<file path="src/rtl/gate_sweep_controller.sv">
// -----------------------------------------------------------------------------
// gate_sweep_controller
//
// Purpose:
//   Exhaustively exercises a 2-input combinational gate (A, B -> Y). On start it
//   drives the vectors {A,B} = 11, 00, 10, 01 in that order, holding each for
//   SETTLE_CYCLES cycles, samples Y at the end of each hold and compares it to
//   the EXPECTED truth table. A one-cycle done pulse closes a completed sweep,
//   and pass reports whether every vector matched.
//
// Parameters:
//   SETTLE_CYCLES - cycles each vector is held before Y is sampled (>= 1)
//   EXPECTED      - expected Y, indexed by {A,B} (default 4'b1000 = AND)
//
// Ports:
//   clk       in   rising-edge clock
//   reset     in   synchronous, active-high reset
//   start     in   begin a sweep (honoured only when idle and abort is low)
//   abort     in   cancel a sweep in progress
//   y_in      in   Y output of the gate under test
//   a_out     out  A input to the gate under test (registered)
//   b_out     out  B input to the gate under test (registered)
//   busy      out  high while vectors are being applied
//   done      out  one-cycle pulse when a sweep completes (not on abort)
//   pass      out  high from the done cycle when no vector mismatched
//   mismatch  out  bit {A,B} set when sampled Y differed from EXPECTED
//   y_log     out  sampled Y values, indexed by {A,B}
//   err_cnt   out  number of mismatching vectors in the current run (0..4)
//   vec_idx   out  sequence position of the vector being driven (0..3)
// -----------------------------------------------------------------------------
module gate_sweep_controller #(
  parameter int unsigned SETTLE_CYCLES = 2,
  parameter logic [3:0]  EXPECTED      = 4'b1000
) (
  input  logic       clk,
  input  logic       reset,
  input  logic       start,
  input  logic       abort,
  input  logic       y_in,
  output logic       a_out,
  output logic       b_out,
  output logic       busy,
  output logic       done,
  output logic       pass,
  output logic [3:0] mismatch,
  output logic [3:0] y_log,
  output logic [2:0] err_cnt,
  output logic [1:0] vec_idx
);

  // A one-cycle hold still needs a 1-bit counter so the compare below is legal.
  localparam int unsigned CNT_W    = (SETTLE_CYCLES > 1) ? $clog2(SETTLE_CYCLES) : 1;
  localparam logic [CNT_W-1:0] LAST_CNT = CNT_W'(SETTLE_CYCLES - 1);

  typedef enum logic [1:0] {
    ST_IDLE,
    ST_APPLY,
    ST_DONE
  } state_e;

  state_e           state_q;
  logic [CNT_W-1:0] cnt_q;
  logic [1:0]       vec_idx_q;
  logic             a_q;
  logic             b_q;
  logic             busy_q;
  logic             done_q;
  logic             pass_q;
  logic [3:0]       mismatch_q;
  logic [3:0]       y_log_q;
  logic [2:0]       err_cnt_q;

  // Sample-edge results, computed from the vector currently on the pins.
  logic [1:0]       sel;
  logic             last_hold;
  logic             miss;
  logic [3:0]       y_log_d;
  logic [3:0]       mismatch_d;
  logic [2:0]       err_cnt_d;
  logic [1:0]       next_ab_d;

  // Sequence position -> {A,B}.
  function automatic logic [1:0] vec_map(input logic [1:0] idx);
    case (idx)
      2'd0:    vec_map = 2'b11;
      2'd1:    vec_map = 2'b00;
      2'd2:    vec_map = 2'b10;
      default: vec_map = 2'b01;
    endcase
  endfunction

  always_comb begin
    // NOTE: every signal gets a default before any conditional update so no latch is inferred.
    sel        = {a_q, b_q};
    last_hold  = (cnt_q == LAST_CNT);
    miss       = y_in ^ EXPECTED[sel];
    y_log_d    = y_log_q;
    mismatch_d = mismatch_q;
    y_log_d[sel] = y_in;
    if (miss) begin
      mismatch_d[sel] = 1'b1;
    end
    // At most one increment per vector, so four vectors never overflow 3 bits.
    err_cnt_d  = err_cnt_q + {2'b00, miss};
    next_ab_d  = vec_map(vec_idx_q + 2'd1);
  end

  // NOTE: all state and registered outputs use non-blocking assignments so every
  // register samples the pre-edge values regardless of statement order.
  always_ff @(posedge clk) begin
    if (reset) begin
      state_q    <= ST_IDLE;
      cnt_q      <= '0;
      vec_idx_q  <= 2'd0;
      a_q        <= 1'b0;
      b_q        <= 1'b0;
      busy_q     <= 1'b0;
      done_q     <= 1'b0;
      pass_q     <= 1'b0;
      mismatch_q <= 4'd0;
      y_log_q    <= 4'd0;
      err_cnt_q  <= 3'd0;
    end else begin
      case (state_q)
        ST_IDLE: begin
          // start together with abort is treated as no request.
          if (start && !abort) begin
            state_q    <= ST_APPLY;
            cnt_q      <= '0;
            vec_idx_q  <= 2'd0;
            {a_q, b_q} <= vec_map(2'd0);
            busy_q     <= 1'b1;
            pass_q     <= 1'b0;
            mismatch_q <= 4'd0;
            y_log_q    <= 4'd0;
            err_cnt_q  <= 3'd0;
          end
        end

        ST_APPLY: begin
          if (abort) begin
            // Partial results stay visible for debug; the vector under test is
            // not sampled even if this is its last hold cycle.
            state_q    <= ST_IDLE;
            cnt_q      <= '0;
            {a_q, b_q} <= 2'b00;
            busy_q     <= 1'b0;
          end else if (last_hold) begin
            cnt_q      <= '0;
            y_log_q    <= y_log_d;
            mismatch_q <= mismatch_d;
            err_cnt_q  <= err_cnt_d;
            if (vec_idx_q == 2'd3) begin
              state_q    <= ST_DONE;
              {a_q, b_q} <= 2'b00;
              busy_q     <= 1'b0;
              done_q     <= 1'b1;
              // Use the updated map so the last vector counts toward pass.
              pass_q     <= (mismatch_d == 4'd0);
            end else begin
              vec_idx_q  <= vec_idx_q + 2'd1;
              {a_q, b_q} <= next_ab_d;
            end
          end else begin
            cnt_q <= cnt_q + CNT_W'(1);
          end
        end

        ST_DONE: begin
          // Always one cycle; start here is only acted on from the following IDLE.
          state_q <= ST_IDLE;
          done_q  <= 1'b0;
        end

        default: begin
          state_q <= ST_IDLE;
        end
      endcase
    end
  end

  assign a_out    = a_q;
  assign b_out    = b_q;
  assign busy     = busy_q;
  assign done     = done_q;
  assign pass     = pass_q;
  assign mismatch = mismatch_q;
  assign y_log    = y_log_q;
  assign err_cnt  = err_cnt_q;
  assign vec_idx  = vec_idx_q;

endmodule
</file>
<file path="config.mk">
export PLATFORM = sky130hd
export DESIGN_NAME = gate_sweep_controller
export DESIGN_NICKNAME = d
export VERILOG_FILES = /design/src/rtl/gate_sweep_controller.sv
export SDC_FILE = /design/constraint.sdc
export NUM_CORES = 1
export LEC_CHECK = 0
export CORE_UTILIZATION = 44
export DETAILED_ROUTE_END_ITERATION = 12
export PLACE_DENSITY_LB_ADDON = 0.08
export SYNTH_ARGS = -nofsm -noshare
export SYNTH_HDL_FRONTEND = slang
export SYNTH_SLANG_ARGS = --single-unit
</file>
<file path="constraint.sdc">
create_clock -name clk -period 1.7 [get_ports clk]
set_input_delay 0.425 -clock clk [delete_from_list [all_inputs] [get_ports clk]]
set_output_delay 0.425 -clock clk [all_outputs]
set_load 0.01 [all_outputs]
</file>
After elaboration in Yosys (flattened, before gate mapping)
Cells that the tools add are included.
{"block": "word_totals", "ff_bits": 21, "in_bits": 5, "output_inout_bits": 18, "word_cells": 99}
{"block": "op_classes", "addsub": 3, "n_lt_le_gt_ge": 2, "eq_ne": 12, "n_mux": 53, "bitwise_logic": 2, "n_reduce_logical": 16}
{"operator": "$mux W4", "n": 6}
{"operator": "$mux W1", "n": 21}
{"operator": "$mux W2", "n": 8}
{"operator": "$pmux W4 S2", "n": 2}
{"operator": "$pmux W1 S2", "n": 6}
{"operator": "$reduce_and A4 Y1", "n": 3}
{"operator": "$ne A2 B2 Y1 const B", "n": 5}
{"operator": "$reduce_and A5 Y1", "n": 2}
{"operator": "$mux W3", "n": 3}
{"operator": "$pmux W2 S2", "n": 2}
{"operator": "$eq A2 B2 Y1 const B", "n": 3}
{"operator": "$ne A3 B3 Y1 const B", "n": 2}
{"operator": "$pmux W2 S3", "n": 1}
{"operator": "$pmux W3 S2", "n": 1}
{"operator": "$reduce_and A3 Y1", "n": 2}
{"operator": "$bwmux W4", "n": 1}
{"operator": "$eq A2 B1 Y1 const B", "n": 2}
{"operator": "$logic_not A2 Y1", "n": 2}
{"operator": "$logic_not A4 Y1", "n": 1}
{"operator": "$or A4 B4 Y4", "n": 1}
{"operator": "$reduce_bool A2 Y1", "n": 2}
{"operator": "$add A3 B1 Y3", "n": 1}
{"operator": "$lt A2 B3 Y1 const B", "n": 1}
{"operator": "$add A2 B1 Y2 const B", "n": 1}
{"operator": "8 further kinds", "n": 9}

Depth between registers and ports, before layout
Gate-level depths: netlist (run 1).
{"block": "logic_depth", "ltp_word": 11, "depth_mapped": 7, "ltp_nobuf": 7}

Worst setup path before layout (run 1)
Ideal clock, no wire load.
{"block": "synth_timing", "kind": "register -> register", "startpoint": "register a_q (netlist: a_out)", "endpoint": "register err_cnt_q[2] (netlist: err_cnt[2])", "setup_time_ps": 70, "arrival_time_ps": 1662, "t_required_ps": 1630, "setup_slack_ps": -31, "stages_incl_launch_ff": 8, "n_path_buf": 0, "period_less_slack_ps": 1731, "path_cell_list": "dfxtp_1 and2_1 ha_1 ha_1 ha_1 inv_1 or3_1 a21oi_1"}
{"block": "synth_between", "elab_chain_len": 7}
{"item": "start: declaration", "line": "64", "text": "logic a_q;"}
{"item": "start signal: assignment", "line": "131", "text": "{a_q, b_q} <= vec_map(2'd0);"}
{"item": "start signal: assignment", "line": "162", "text": "{a_q, b_q} <= next_ab_d;"}
{"item": "$bmux W1 S2", "line": "96", "text": "miss = y_in ^ EXPECTED[sel];"}
{"item": "$mux W1 (not written as such)", "line": "96"}
{"item": "$xor A1 B1 Y1", "line": "96"}
{"item": "$add A3 B1 Y3", "line": "104", "text": "err_cnt_d = err_cnt_q + {2'b00, miss};"}
{"item": "$mux W3", "line": "148", "text": "end else if (last_hold) begin"}
{"item": "$mux W3", "line": "141", "text": "if (abort) begin"}
{"item": "$pmux W3 S2", "line": "124", "text": "case (state_q)"}
{"item": "end signal: assignment", "line": "152", "text": "err_cnt_q <= err_cnt_d;"}
{"item": "end: declaration", "line": "71", "text": "logic [2:0] err_cnt_q;"}
Every way passes these cells. The select of a mux whose other input is x is not followed.
A chain may end at the register's enable or synchronous reset.

Worst setup path after layout (run 1)
{"block": "layout_timing", "startpoint": "register mismatch_q[0] (netlist: mismatch[0])", "endpoint": "output mismatch[0]"}
{"item": "start: declaration", "line": "69", "text": "logic [3:0] mismatch_q;"}
{"item": "start signal: assignment", "line": "151", "text": "mismatch_q <= mismatch_d;"}
{"item": "end: declaration", "line": "45", "text": "output logic [3:0] mismatch,"}
No word-level cell between the ends.

==> summary.md, run 1 <==
| Metric | Value |
|---|---|
| Total power per unit cell area | 635.2 mW/mm² |
| Pin count of the biggest net entering global routing | 13 |
| CP delay by family, top | buffers and inverters |
| Post-DP HPWL | roughly 1800 µm |
| CP endpoint kind | primary output |
| CTS Root Cell | clkbuf_4 |
| Layout area overhead | 39.93% |
| First-pass GRT wire length | 3884 µm |
| Critical path class | flop to primary output |
| Synth Area in Simple Gates | 23.93% |
| Top post-synthesis cells by area | dfxtp_1, ha_1, a21oi_1 |
| Startpoint types | flop |
| Slowest CP cell | clkdlybuf4s50_1 |
| Final WL | between 2000 and 2500 µm |
| TritonCTS Sinks | 21 |
| Final Max Slew Viols | 0 |
| Post-synthesis xor/xnor area fraction | 0% |
| Initial antenna violation count | 0 |
| Final critical path time including I/O delays and setup | 1.664 ns |
| Crit Path Max Fanout | 3 |
| Hold Path Depth | 2 |
| Post-synthesis compound-gate area fraction | between 10% and 20% |
| CTS Hold Bufs | 0 |
| I/O pin total | 23 |
| Status | complete, no violations |
| Most common cell after layout, fill and taps aside | dfxtp_1 |
| Final instance area | around 0.0014 mm² |
| Clk_skew | 0.004858 ns |
| CP peak stage delay | 0.55 ns |
| Starting DRC count in detailed routing | 11 |
| Routed len/inst | 12.62 µm |
| Leakage Power | 0.6596 nW |
| Fraction of the mapped netlist area in adder cells | 8.547% |
| Via count | 966 |
| Pre-CTS setup slack | -0.3577 ns |
| FP Rows | 17 |
| Vias per cell | between 5 and 6 |
| Worst path cell trace | clkdlybuf4s50_1 |
| Top-area cell type share of the netlist area | about two fifths |
| Antenna viol nets, final | 0 |
| Fin crit share | between 90 and 100% |
| Die X-Extent | a little over 50 µm |
| FMAX | 0.6011 GHz |
| Worst VDD drop | 0.5849 mV |
| Vias in the first global route | 888 |
| WP depth | 1 |
| Crit path DAT | about 1.2 ns |
| Final hold viol count | 0 |
| Synth Flop Type | dfxtp_1 |
| RSZ-0062 raised after global routing | no |
| Setup TNS | 0 ns |
| Syn avg cell area | 8.684 µm² |
| Setup Buffers After CTS | 0 |
| Worst slew margin | approximately 80% |
| Pre-antenna DRT Iters | 4 |
| Reg2reg path depth | 7 |
| Die Span Y | 50.26 µm |
| Worst-margin pin slew | 0.3018 ns |
| Synth Cell Area | 0.001025 mm² |
| CP required | 1.27 ns |
| Seq/Total Area, Yosys | 41.03% |
| Finished Layout Cells | 184 |
| CTS tree | yes |
| Max-cap viol count | 0 |
| Fin nets | 169 |
| Power consumption | roughly 0.91 mW |
| GRT overflow | 0 |
| Core Area | 0.002212 mm² |
| Clk pin slew, worst setup/hold paths | ~0.12 ns |
| Final setup margin | 0.03629 ns |
| #FFs+latches synth | 21 |
| Routability cong. | 0.7948 |
| Clock Latency Late Sink | ~0.31 ns |
| Main combinational cell family by area after synthesis | simple AND/OR/NAND/NOR gates |
| Share of cells above drive strength 1 | between 15 and 20% |
| Die area | ~0.0025 mm² |
| CTS H-tree lvls | 1 |
| Post-synthesis mux area share | 4.884% |
| Residual DRC | 0 |
| Total CTS buffers | 3 |
| Post-synthesis net count | 130 |
| WP buf/inv | 1 |
| Placed Cells | 180 |
| Placed cell areas | 0.001383 mm² |
| Final setup fails | 0 |
| HP Class | flop to flop |
| Yosys warns | 0 |
| Initial Utilization | ~46% |
| Total track usage | 20.38% |
| EDFF count, synth | 0 |
| Number of diodes | 0 |
| Gate Count Post-Synth | 118 |
| Most frequent cells in the layout | dfxtp_1, buf_4, clkdlybuf4s50_1, a21oi_1, nand2_1 |
| Port Buf Inserts | 22 |
| Cell type with the largest total area after synthesis | dfxtp_1 |
| Synth unique cells | 32 |
| Synth async-reset ratio | 0% |
| CTS max path bufs | 2 |
metal layers:
metal / vias to the layer above / GRT usage [%] / wire, µm
li1: 498 / - / -
met1: 446 / 26.39 / 1114
met2: 17 / 32.22 / 1086
met3: 5 / 5.455 / 91
met4: 0 / 7.143 / 30
met5: - / 0 / 0
power by group:
| part | switching [mW] | internal (mW) |
|---|---|---|
| sequential | 0.0103 | 0.502 |
| clock | 0.156 | 0.0880 |
| combinational | 0.0765 | 0.0787 |
tightest hold or removal path: cells and delay by family, from the launching register on:
family | cells | cell delay (ns)
muxes | 1 | 0.06
and+or+nand+nor | 1 | 0.05
DFF | 1 | 0.33
what timing repair did:
item,4_1_cts,5_1_grt
gates resized for setup,8,8
hold endpoints to repair,0,0
setup endpoints to repair,5,8
pin swaps,0,1
cells in the mapped netlist (2+ instances only):
| master | instances |
|---|---|
| nor2_1 | 10 |
| inv_1 | 6 |
| clkbuf_1 | 2 |
| or4_1 | 3 |
| a21oi_1 | 12 |
| and2_1 | 2 |
| nand3_1 | 3 |
| mux2i_1 | 5 |
| ha_1 | 7 |
| nand2b_1 | 3 |
| dfxtp_1 | 21 |
| a211oi_1 | 2 |
| nor3_1 | 3 |
| o21ai_0 | 8 |
| a31oi_1 | 2 |
| buf_6 | 2 |
| nand2_1 | 11 |
| or3_1 | 2 |
logic make-up after synthesis:
kind of cell / after synthesis
fa+ha+maj: 7
buf+inv: 10
flops: 21
simple gates: 46
compound gates: 29
mux: 5
cell type report:
| class | instances | area, µm² |
|---|---|---|
| multi-input combinational | 87 | 569.3 |
| clock inverter | 1 | 5.005 |
| fill | 204 | 778.2 |
| inverter | 6 | 22.52 |
| sequential | 21 | 430.4 |
| timing repair buffer | 38 | 349.1 |
| tap | 28 | 35.03 |
| clock buffer | 3 | 22.52 |
state kept, by name, indices dropped and copies added, names as in the netlist:
name / cells
pass: 1
done: 1
cnt_q: 1
b_out: 1
busy: 1
a_out: 1
vec_idx: 2
err_cnt: 3
y_log: 4
state_q: 2
mismatch: 4
path summary, 6_finish.rpt:
| kind | from | endpoint | slack, ns |
|---|---|---|---|
| worst max-delay path | mismatch[0] | mismatch[0] | 0.04 |
| worst min-delay path | y_log[1] | y_log[1] | 0.47 |
| worst max register to register | a_out | err_cnt[2] | 0.07 |
| worst min register to register | y_log[1] | y_log[1] | 0.47 |
stage by stage:
stage          hold WS (ns)  utilization (%)
2_1_floorplan        0.4823                -
3_3_place_gp         0.4487            62.50
3_5_place_dp         0.4584            62.50
4_1_cts              0.4783            64.03
5_1_grt              0.4979            64.82
6_report             0.4699            64.82
(Power assumes the default switching activity.)
==> run 2, diff against run 1 <==
- CAP_MARGIN: default -> 0
==> results of run 2 <==
No change in the layout: final DEF, timing and power equal those of run 1.
